[config.mk]
export PLATFORM = sky130hd
export DESIGN_NAME = multi_timer
export DESIGN_NICKNAME = d
export VERILOG_FILES = /design/src/rtl/timer_pkg.sv /design/src/rtl/timer_channel.sv /design/src/rtl/multi_timer.sv
export SDC_FILE = /design/constraint.sdc
export NUM_CORES = 1
export LEC_CHECK = 0
export BUFFER_PORTS_ARGS = -buffer_cell sky130_fd_sc_hd__buf_2
export CELL_PAD_IN_SITES_DETAIL_PLACEMENT = 0
export CELL_PAD_IN_SITES_GLOBAL_PLACEMENT = 1
export CORE_MARGIN = 2
export CORE_UTILIZATION = 45
export DETAILED_ROUTE_END_ITERATION = 16
export GPL_TIMING_DRIVEN = 0
export HOLD_SLACK_MARGIN = 0.03
export PLACE_DENSITY = 0.93
export SETUP_SLACK_MARGIN = 0.3
export SYNTH_ARGS = -nofsm -noshare
export SYNTH_HDL_FRONTEND = slang
export SYNTH_SLANG_ARGS = --single-unit
[constraint.sdc]
create_clock -name clock -period 5.7 [get_ports clock]
set_clock_uncertainty 0.1 [all_clocks]
set_input_delay 0.57 -clock clock [delete_from_list [all_inputs] [get_ports clock]]
set_output_delay 0.57 -clock clock [all_outputs]
set_load 0.05 [all_outputs]
[src/rtl/timer_pkg.sv]
// Shared encodings for the multi-channel down-counting timer.
package timer_pkg;

    typedef enum logic {
        TMR_IDLE = 1'b0,
        TMR_RUN  = 1'b1
    } tmr_state_e;

    localparam logic TMR_ONESHOT = 1'b0;
    localparam logic TMR_RELOAD  = 1'b1;

endpackage

[src/rtl/timer_channel.sv]
// One down-counting timer channel: start/stop control, one-shot or auto-reload,
// registered one-cycle expiry pulse.
module timer_channel
    import timer_pkg::*;
#(
    parameter int WIDTH = 9
) (
    input  logic             clock,
    input  logic             reset,
    input  logic             tick,
    input  logic             start,
    input  logic             stop,
    input  logic             auto_reload,
    input  logic [WIDTH-1:0] load_value,
    output logic             out,
    output logic             busy,
    output logic [WIDTH-1:0] count
);

    tmr_state_e       state_q, state_d;
    logic [WIDTH-1:0] count_q, count_d;
    logic [WIDTH-1:0] reload_q, reload_d;
    logic             mode_q, mode_d;
    logic             out_q, out_d;

    always_comb begin
        // NOTE: every variable gets a hold/default value first so no path leaves it unassigned (no latch).
        state_d  = state_q;
        count_d  = count_q;
        reload_d = reload_q;
        mode_d   = mode_q;
        out_d    = 1'b0;

        if (start) begin
            count_d  = load_value;
            reload_d = load_value;
            mode_d   = auto_reload;
            state_d  = TMR_RUN;
        end else if (stop) begin
            state_d = TMR_IDLE;
        end else if (state_q == TMR_RUN && tick) begin
            // Zero is tested before decrementing, so the count never wraps.
            if (count_q != '0) begin
                count_d = count_q - 1'b1;
            end else begin
                out_d = 1'b1;
                if (mode_q == TMR_RELOAD) begin
                    count_d = reload_q;
                end else begin
                    state_d = TMR_IDLE;
                end
            end
        end
    end

    // NOTE: sequential state uses non-blocking assignments so all flops update together at the edge.
    always_ff @(posedge clock or negedge reset) begin
        if (!reset) begin
            state_q  <= TMR_IDLE;
            count_q  <= '0;
            reload_q <= '0;
            mode_q   <= TMR_ONESHOT;
            out_q    <= 1'b0;
        end else begin
            state_q  <= state_d;
            count_q  <= count_d;
            reload_q <= reload_d;
            mode_q   <= mode_d;
            out_q    <= out_d;
        end
    end

    assign out   = out_q;
    assign busy  = (state_q == TMR_RUN);
    assign count = count_q;

endmodule

[src/rtl/multi_timer.sv]
// CHANNELS independent down-counting timers sharing one tick.
// Define TIMER_PRESCALER_EN to divide count_en by PRESCALE before it reaches the channels.
module multi_timer
    import timer_pkg::*;
#(
    parameter int WIDTH    = 9,
    parameter int CHANNELS = 4,
    parameter int PRESCALE = 4
) (
    input  logic                      clock,
    input  logic                      reset,
    input  logic                      count_en,
    input  logic [CHANNELS-1:0]       start,
    input  logic [CHANNELS-1:0]       stop,
    input  logic [CHANNELS-1:0]       auto_reload,
    input  logic [CHANNELS*WIDTH-1:0] load_value,
    output logic [CHANNELS-1:0]       out,
    output logic [CHANNELS-1:0]       busy,
    output logic [CHANNELS*WIDTH-1:0] count
);

    if (PRESCALE < 1) begin : g_bad_prescale
        $error("multi_timer: PRESCALE must be at least 1");
    end

    logic tick;

`ifdef TIMER_PRESCALER_EN
    localparam int                PRE_W    = $clog2(PRESCALE) + 1;
    localparam logic [PRE_W-1:0]  PRE_LAST = PRE_W'(PRESCALE - 1);

    logic [PRE_W-1:0] pre_q, pre_d;

    // Free-running: start/stop never touch the prescaler.
    always_comb begin
        pre_d = pre_q;
        if (count_en) begin
            pre_d = (pre_q == PRE_LAST) ? '0 : pre_q + 1'b1;
        end
    end

    always_ff @(posedge clock or negedge reset) begin
        if (!reset) begin
            pre_q <= '0;
        end else begin
            pre_q <= pre_d;
        end
    end

    assign tick = count_en && (pre_q == PRE_LAST);
`else
    assign tick = count_en;
`endif

    for (genvar c = 0; c < CHANNELS; c++) begin : g_ch
        timer_channel #(
            .WIDTH(WIDTH)
        ) u_ch (
            .clock      (clock),
            .reset      (reset),
            .tick       (tick),
            .start      (start[c]),
            .stop       (stop[c]),
            .auto_reload(auto_reload[c]),
            .load_value (load_value[c*WIDTH +: WIDTH]),
            .out        (out[c]),
            .busy       (busy[c]),
            .count      (count[c*WIDTH +: WIDTH])
        );
    end

endmodule

==> qor.yml, run 1 <==
netlist.area_leader.share_pct: 45.6
clk_latency_ps: 360
die-area_um2: 11100
drv_slew: 0
status: "finished clean"
critPathMaxFanout: 7
hold_buffers: 0
critPathSlowestCell: "nor4b_1"
ys_seq_elements: 84
drive_gt1_share_pct: 26.2
post-route-drc-count: 0
period_share_pct: 50.3
dpl_worst_slack_ps: 2860
n_fill_cell: 908
worst_slew_pin_slew_ps: 1110
hold_viol_final: 0
fmax_mhz: 349
holdWs_ps: 83.8
syn_inst: 478
cp-end-kind: "flip-flop"
synth_nets: 533
crit_arrival_ps: 2980
min_period_ps: 2870
synth_seq_area_share_pct: 45.6
yosys_warnings: 0
vias: 4267
initial_core_util_pct: 46.7
cts_max_level: 3
cts.sinks: 84
antenna_cells: 0
cts_tree: "built"
grt_pass1_wl_mm: 19.7
io_buffers: 93
cts-buffers-inserted: 9
ant_nets: 0
nets: 638
grt_max_degree: 45
setup-violations-final: 0
grt_overflow: 0
viasPerCell: 5.92
critPathLaunchType: "flip-flop"
antenna_found_initial: 0
die_h_um: 105
p_total_mw: 1.72
drt-wirelength-per-cell_um: 16.3
ys_top_cells_by_area: "dfrtp_1, mux2_2, inv_1, o21ai_0, nand2_1"
coreArea_um2: 9860
post-dp-hpwl_mm: 8.46
critical_path.cell_chain: "inv_1 > ha_1 > nor4b_1 > nand3_1 > o311ai_0 > a22oi_1"
cts.clk_slew.worst_paths_ps: 90
avgSynthCellArea_um2: 9.64
area_growth_pct: 18.6
gp_congestion: 0.933
synth.distinct_cells: 66
clock_path_buffers: 2
tns_ps: 0
drt_wl_total_mm: 11.7
first_iter_violations: 223
drv_cap: 0
leakage_nw: 2.45
firstDrtPassIters: 5
critical-path-max-stage-delay_ps: 890
hold_class: "input pin to asynchronous set/reset pin"
ir_drop_v: 0.000154
setup_slack_ps: 2830
ys.flop_type: "dfrtp_1"
io-pin-count: 95
synth_edf_count: 0
synthArstFlopShare_pct: 100
power_density_nw_per_um2: 315
slew_headroom_pct: 25.2
die-width_um: 105
grt_pass1_vias: 4071
rows: 36
cts_root_buffer: "clkbuf_8"
postCtsResizedCells: 0
netlist_area_um2: 4610
grt_util_all_layers_pct: 21.8
rsz0062_at_grt: "no"
crit_required_ps: 5810
synth_top_area_cell: "dfrtp_1"
crit_type: "flip-flop to flip-flop"
cts_setup_buffers: 0
==> cell usage in the layout, fill, tap and decap left out, types with 3 or more instances in the layout <==
master,n
buf_2,93
dfrtp_1,84
inv_1,40
nand2_1,31
o21ai_0,28
nor2_1,24
nor3_1,20
mux2_2,20
clkbuf_1,19
nand3_1,14
a31oi_1,14
a22oi_1,14
clkbuf_8,11
o311ai_0,10
nand2b_1,9
buf_4,9
a211oi_1,8
o22ai_1,7
or4_1,6
nand4_1,6
o211ai_1,6
or3_1,6
o41ai_1,5
o32ai_1,5
and2_1,5
buf_1,4
or2_2,4
a2bb2oi_1,4
nor4_1,4
a21o_1,4
o31ai_1,4
ha_1,4
clkinv_2,4
nor3b_1,3
nand3b_1,3
and3_1,3
a32o_1,3
a21oi_1,3
a32oi_1,3
==> final timing paths <==
path / start / slack (ps) / to / cells after the start
max: g_ch[1].u_ch.count[0] / 2830 / g_ch[1].u_ch.count[0] / 6
min: reset / 80 / g_ch[1].u_ch.reload_q[4] / 1
max reg2reg: g_ch[1].u_ch.count[0] / 2830 / g_ch[1].u_ch.count[0] / 6
min reg2reg: g_ch[1].u_ch.reload_q[8] / 380 / g_ch[1].u_ch.reload_q[8] / 2
max in group asynchronous: reset / 4790 / g_ch[2].u_ch.count[7] / 2
min in group clock: load_value[17] / 340 / g_ch[1].u_ch.reload_q[8] / 3
==> synth_stat cells, drive strengths merged, types with 4 or more instances <==
cell type	n
nand2	31
dfrtp	84
o311ai	10
inv	41
nand4	6
o21ai	28
a21o	4
o31ai	5
a2bb2oi	4
clkbuf	19
o32ai	5
ha	4
nor3	21
o211ai	6
a211oi	8
nor4	4
or4	6
and2	5
buf	14
nand3	14
o22ai	7
a31oi	14
nand2b	9
o41ai	6
nor2	24
a22oi	14
or2	4
or3	6
mux2	21
==> cell families after synthesis <==
logic type                 count (synthesis)  synth area share (%)
and+or+nand+nor                          150                  17.6
AOI/OAI and AO/OA                        141                  23.0
DFF                                       84                  45.6
buffers and inverters                     76                  7.03
muxes                                     22                  5.43
adders and majority gates                  4                  1.09
xor gates and xnor gates                   1                 0.190
==> where the power goes <==
group          leakage, nW  switching [mW]  internal (mW)
combinational         1.32           0.363          0.166
sequential            1.02          0.0858          0.667
clock                0.109           0.216          0.224
total                 2.45           0.666           1.06
==> routing by layer <==
metal	share of wire [%]	track usage, %	up-vias
met5	0	0	-
met4	1.1	6.67	0
met3	5.8	4.24	11
met2	47	34.3	150
met1	46	30.4	2094
li1	-	-	2012
==> metrics by stage <==
step	utilization, %	cells	instance area, um^2
after floorplan	-	478	4610
after global placement	53.1	704	5240
after detailed placement	53.3	705	5260
after CTS	55.4	721	5460
after global routing	55.4	721	5460
final	55.4	721	5460
==> critical path: cells and delay by family (launching register included) <==
family          cells  cell delay [ps]
simple gates        2             1360
buf+inv             1              110
fa+ha+maj           1              170
flops               1              440
compound gates      2              550
==> registers in the layout, summed over array words and instances (netlist names) <==
| signal | flops |
|---|---|
| g_ch.u_ch.out | 4 |
| g_ch.u_ch.mode_q | 4 |
| g_ch.u_ch.busy | 4 |
| g_ch.u_ch.count | 36 |
| g_ch.u_ch.reload_q | 36 |
==> layout make-up <==
cell class                 instances  area, um^2  area share (%)
buffer                            33         163            2.98
sequential                        84        2100            38.5
clock buffer                      11         151            2.77
multi-input combinational        318        2180            39.9
inverter                          43         161            2.95
tap                              133         166            3.05
timing repair buffer              94         488            8.93
clock inverter                     5        50.0           0.916
Note: power is estimated with default switching activity, not from simulation.
==> run 2, diff against run 1 <==
CORE_UTILIZATION = 42   (was 45)
PLACE_DENSITY = 0.88   (was 0.93)
clock period = 3 ns   (was 5.7 ns; I/O delays follow)
==> run 2 against run 1 <==
Compared with the run above:
- global-route usage shrank 0.64 points
- clock-buffer cell count stayed put
- first-iteration DRC count up 22%
- sequential share of layout area fell by 0.72 points
- non-clock buffer count grew 6
- worst setup slack got worse by 2400 ps
- highest routed layer unchanged
==> qor.yml, run 2 (synthesis gave the netlist of run 1 again) <==
status: "finished clean"
critical-path-max-stage-delay_ps: 430  # -460 ps
critical_path_buf_inv_count: 2  # +1
worst_slew_pin_slew_ps: 882  # -224 ps
post_dp_cell_area_um2: 5280  # +0.36%
hold_class: "input pin to flip-flop"
period_share_pct: 86.4  # +36 points
p_total_mw: 3.32  # +93%
drt-wirelength-per-cell_um: 16.8  # +3.0%
cts_root_buffer: "clkbuf_8"
n_fill_cell: 1027  # +13%
critPathSlowestCell: "dfrtp_1"
die-width_um: 109  # +3.4%
io_buffers: 93  # unchanged
ant_nets: 0  # unchanged
cts.clk_slew.worst_paths_ps: 90  # about the same
grt_util_all_layers_pct: 21.2  # -0.64 points
cts_tree: "built"
final_cells: 734  # +1.8%
post-route-drc-count: 0  # unchanged
path_depth: 7  # +1
post-dp-hpwl_mm: 8.63  # +2.0%
setup_slack_ps: 409  # -2420 ps
seqCellArea_um2: 2100  # +0.12%
worstReg2RegEnd: "g_ch[2].u_ch.count[2]"
crit_required_ps: 3120  # -2690 ps
initial_core_util_pct: 42.7  # -4.0 points
io-pin-count: 95  # unchanged
crit_type: "flip-flop to flip-flop"
power_density_nw_per_um2: 596  # +89%
gp_congestion: 0.834  # -11%
die_h_um: 109  # +3.4%
critical_path.cell_chain: "inv_1 > ha_1 > nor4b_4 > a41o_1 > and2_1 > clkbuf_1 > o221ai_1"
firstDrtPassIters: 5  # unchanged
first_iter_violations: 273  # +22%
setup-violations-final: 0  # unchanged
critPathLaunchType: "flip-flop"
ir_drop_v: 0.000377  # +150%
drv_cap: 0  # unchanged
slew_headroom_pct: 40.4  # +15 points
holdWs_ps: 47.2  # -36.6 ps
fin_util_pct: 51.6  # -3.7 points
r2r_start: "g_ch[2].u_ch.count[0]"
drt_wl_total_mm: 12.3  # +4.8%
hold_path_end: "g_ch[1].u_ch.reload_q[8]"
viasPerCell: 5.83  # -1.5%
grt_pass1_vias: 4004  # -1.6%
area_growth_pct: 21.0
fin_area_um2: 5570  # +2.0%
drive_gt1_share_pct: 27.9  # +1.8 points
cts.sinks: 84  # unchanged
antenna_found_initial: 0  # unchanged
coreArea_um2: 10800  # +9.4%
grt_max_degree: 44  # -2.2%
cp-end-kind: "flip-flop"
clock_path_buffers: 2  # unchanged
final_common_cell: "buf_2"
worstHoldStart: "load_value[17]"
vias: 4277  # +0.23%
rows: 38  # +5.6%
grt_overflow: 0  # unchanged
leakage_nw: 2.49  # +1.6%
tns_ps: 0  # unchanged
path_delay_family: "compound AO/OA/AOI/OAI gates"
drv_slew: 0  # unchanged
dp_cells: 712  # +0.99%
hold_depth: 3
cts_max_level: 3  # unchanged
critPathMaxFanout: 9  # +2
nets: 644  # +0.94%
crit_arrival_ps: 2710  # -270 ps
reg2regPathDepth: 7  # +1
reg2reg_slack_ps: 410  # -2420 ps
layout_common_cells: "buf_2, dfrtp_1, inv_1"
cp-startpoint: "g_ch[2].u_ch.count[0]"
antenna_cells: 0  # unchanged
dpl_worst_slack_ps: 177  # -2680 ps
die-area_um2: 11800  # +6.9%
fmax_mhz: 386  # +11%
clk_latency_ps: 370  # about the same
multi_input_area_um2: 2230  # +2.1%
min_period_ps: 2590  # -276 ps
rsz0062_at_grt: "no"
cts-buffers-inserted: 9  # unchanged
hold_viol_final: 0  # unchanged
grt_pass1_wl_mm: 19.8  # +0.14%
-- run 2: cell types whose count changed in the layout (fill, tap and decap cells not counted), sizes merged --
cell	before	now
buf	108	113
dlygate4sd3	0	1
-- run 2: final cells by class --
type / count / share of cell area (%)
Buffer: 33 / 2.92
Clock buffer: 11 / 2.72
Clock inverter: 5 / 0.898
Inverter: 43 / 2.90
Multi-Input combinational cell: 318 / 39.9
Sequential cell: 84 / 37.8
Tap cell: 140 / 3.14
Timing Repair Buffer: 100 / 9.74
-- run 2: how the worst max path moves through the flow --
stage	endpoint	slack (ps)
6_report	g_ch[2].u_ch.count[2]	410
5_1_grt	g_ch[2].u_ch.count[2]	260
4_1_cts	g_ch[2].u_ch.count[2]	290
3_5_place_dp	g_ch[3].u_ch.count[4]	180
3_3_place_gp	g_ch[3].u_ch.count[4]	160
2_1_floorplan	g_ch[3].u_ch.count[4]	320
-- run 2: repair_timing --
| item | 4_1_cts | 5_1_grt |
|---|---|---|
| setup endpoints to repair | 11 | 20 |
| pin swaps | 1 | 1 |
| hold buffers | 1 | 0 |
| gates resized for setup | 2 | 6 |
| setup buffers | 1 | 4 |
| hold endpoints to repair | 41 | 0 |
-- run 2: where the power goes --
group / leakage [nW] / switching, mW / internal, mW
Clock: 0.109 / 0.421 / 0.425
Sequential: 1.02 / 0.172 / 1.27
Combinational: 1.36 / 0.703 / 0.333
-- run 2: tightest hold or removal path, delay by kind of cell --
kind / cells / cell delay [ps]
simple gates: 2 / 110
buf+inv: 1 / 80
-- run 2: layer usage --
metal / up-vias / share of wire (%) / track usage (%)
met5: - / 0 / 0
met4: 0 / 1.7 / 8.42
met3: 17 / 5.5 / 3.59
met2: 148 / 49 / 32.8
met1: 2088 / 44 / 29.5
li1: 2024 / - / -
==> run 3, diff against run 2 <==
BUFFER_PORTS_ARGS = -buffer_cell sky130_fd_sc_hd__clkbuf_2   (was -buffer_cell sky130_fd_sc_hd__buf_2)
==> run 3 against run 2 <==
Compared with the run above:
- clock power down 3.1%
- utilization about the same
- design area hardly changed
- sequential power barely moved
- sequential share of layout area about the same
- non-clock buffer count fell by 1
- via count increased by 0.23%
- global-route usage fell by 0.054 points
- hold slack better by 16 ps
- register-to-register slack barely moved
- highest routed layer unchanged
- power fell by 0.75%
==> qor.yml, run 3 (synthesis gave the netlist of run 1 again) <==
crit_required_ps: 3150  # +30 ps
gp_congestion: 0.834  # about the same
post-route-drc-count: 0  # unchanged
io-pin-count: 95  # unchanged
drv_slew: 0  # unchanged
nets: 643  # -0.16%
first_iter_violations: 224  # -18%
fin_area_um2: 5570  # about the same
holdWs_ps: 63.6  # +16.4 ps
crit_arrival_ps: 2720  # about the same
die-area_um2: 11800  # unchanged
drt_wl_total_mm: 12.3  # unchanged
final_common_cell: "clkbuf_2"
viasPerCell: 5.85  # +0.37%
cp-end-kind: "flip-flop"
top_layer: "met4"
r2r_start: "g_ch[1].u_ch.count[0]"
tns_ps: 0  # unchanged
coreArea_um2: 10800  # unchanged
leakage_nw: 2.48  # -0.33%
power_density_nw_per_um2: 591  # -0.71%
met2_length_mm: 6.00  # +0.49%
drv_cap: 0  # unchanged
cts.sinks: 84  # unchanged
worst_slew_pin_slew_ps: 774  # -108 ps
critical-path-max-stage-delay_ps: 580  # +150 ps
min_period_ps: 2580  # -13.3 ps
grt_overflow: 0  # unchanged
post_dp_cell_area_um2: 5270  # -0.14%
cts_tree: "built"
critical_path.cell_chain: "inv_1 > ha_1 > or4b_2 > clkbuf_1 > o31ai_4 > nand2_1 > mux2_2"
cts_max_level: 3  # unchanged
cts-buffers-inserted: 9  # unchanged
die-width_um: 109  # unchanged
critPathSlowestCell: "or4b_2"
cts.clk_slew.worst_paths_ps: 80  # about the same
ant_nets: 0  # unchanged
period_share_pct: 85.9  # -0.44 points
initial_core_util_pct: 42.7  # unchanged
status: "finished clean"
antenna_found_initial: 0  # unchanged
grt_util_all_layers_pct: 21.1  # -0.054 points
vias: 4287  # +0.23%
drive_gt1_share_pct: 28.0  # +0.047 points
n_fill_cell: 998  # -2.8%
clk_latency_ps: 360  # about the same
grt_pass1_wl_mm: 19.8  # +0.14%
grt_max_degree: 44  # unchanged
slew_headroom_pct: 47.9  # +7.5 points
post-dp-hpwl_mm: 8.63  # about the same
clock_path_buffers: 2  # unchanged
rows: 38  # unchanged
reg2regPathDepth: 7  # unchanged
crit_type: "flip-flop to flip-flop"
setup-violations-final: 0  # unchanged
layout_common_cells: "clkbuf_2, dfrtp_1, inv_1"
die_h_um: 109  # unchanged
ir_drop_v: 0.000276  # -27%
firstDrtPassIters: 5  # unchanged
hold_depth: 3  # unchanged
cts_root_buffer: "clkbuf_8"
worstReg2RegEnd: "g_ch[1].u_ch.count[4]"
hold_path_end: "g_ch[2].u_ch.reload_q[7]"
critPathMaxFanout: 8  # -1
dr_wl_met3_um: 728  # +7.5%
rsz0062_at_grt: "no"
grt_pass1_vias: 4093  # +2.2%
hold_viol_final: 0  # unchanged
worstHoldStart: "load_value[25]"
hold_class: "input pin to flip-flop"
critPathLaunchType: "flip-flop"
area_growth_pct: 20.9  # about the same
drt-wirelength-per-cell_um: 16.8  # +0.14%
fmax_mhz: 388  # +0.52%
io_buffers: 93  # unchanged
met1_length_mm: 5.40  # -0.74%
antenna_cells: 0  # unchanged
reg2reg_slack_ps: 420  # about the same
==> run 3: routing by layer <==
layer  vias up  global-route usage [%]
li1       2023                       -
met1      2103                    29.1
met2       141                    32.5
met3        20                    4.24
met4         0                    8.42
met5         -                       0
==> run 3: final cells by class <==
| cell class | count | area, um^2 | area share [%] |
|---|---|---|---|
| tap | 140 | 175 | 3.14 |
| multi-input combinational | 318 | 2240 | 40.2 |
| inverter | 43 | 161 | 2.90 |
| sequential | 84 | 2100 | 37.8 |
| timing repair buffer | 99 | 528 | 9.48 |
| buffer | 33 | 163 | 2.92 |
| clock buffer | 16 | 200 | 3.59 |
==> run 3: timing repair <==
action | 4_1_cts | 5_1_grt
gates resized for setup | 1 | 9
setup endpoints to repair | 10 | 25
hold endpoints to repair | 42 | 0
setup buffers | 1 | 3
pin swaps | 1 | 1
hold buffers | 1 | 0
==> run 3: critical path: cells and delay by family (launching register included) <==
family | cells | cell delay [ps]
AOI/OAI and AO/OA | 1 | 330
DFF | 1 | 440
and+or+nand+nor | 2 | 760
adders and majority gates | 1 | 180
buffers and inverters | 2 | 360
muxes | 1 | 300
==> run 3: worst max path at each step <==
stage                               start                     to  slack, ps  depth (start not counted)
floorplan           g_ch[3].u_ch.count[0]  g_ch[3].u_ch.count[4]        320                          8
global placement    g_ch[3].u_ch.count[0]  g_ch[3].u_ch.count[4]        170                          8
detailed placement  g_ch[2].u_ch.count[0]  g_ch[2].u_ch.count[2]        150                          7
CTS                 g_ch[2].u_ch.count[5]  g_ch[2].u_ch.count[2]        270                          5
global route        g_ch[1].u_ch.count[0]  g_ch[1].u_ch.count[4]        300                          7
finish              g_ch[1].u_ch.count[0]  g_ch[1].u_ch.count[4]        420                          7
==> run 3: stage by stage <==
step                power [mW]  worst slack [ps]  instances  util, %
floorplan                 2.15               319        478        -
global placement          2.43               165        711     48.6
detailed placement        2.46               146        712     48.9
CTS                       3.29               268        730     51.0
global route              3.47               304        733     51.6
finish                    3.30               422        733     51.6
==> run 3: power by group <==
| part | internal [mW] | total, mW | switching, mW |
|---|---|---|---|
| logic | 0.328 | 1.03 | 0.704 |
| registers | 1.27 | 1.44 | 0.176 |
| clock network | 0.417 | 0.820 | 0.404 |
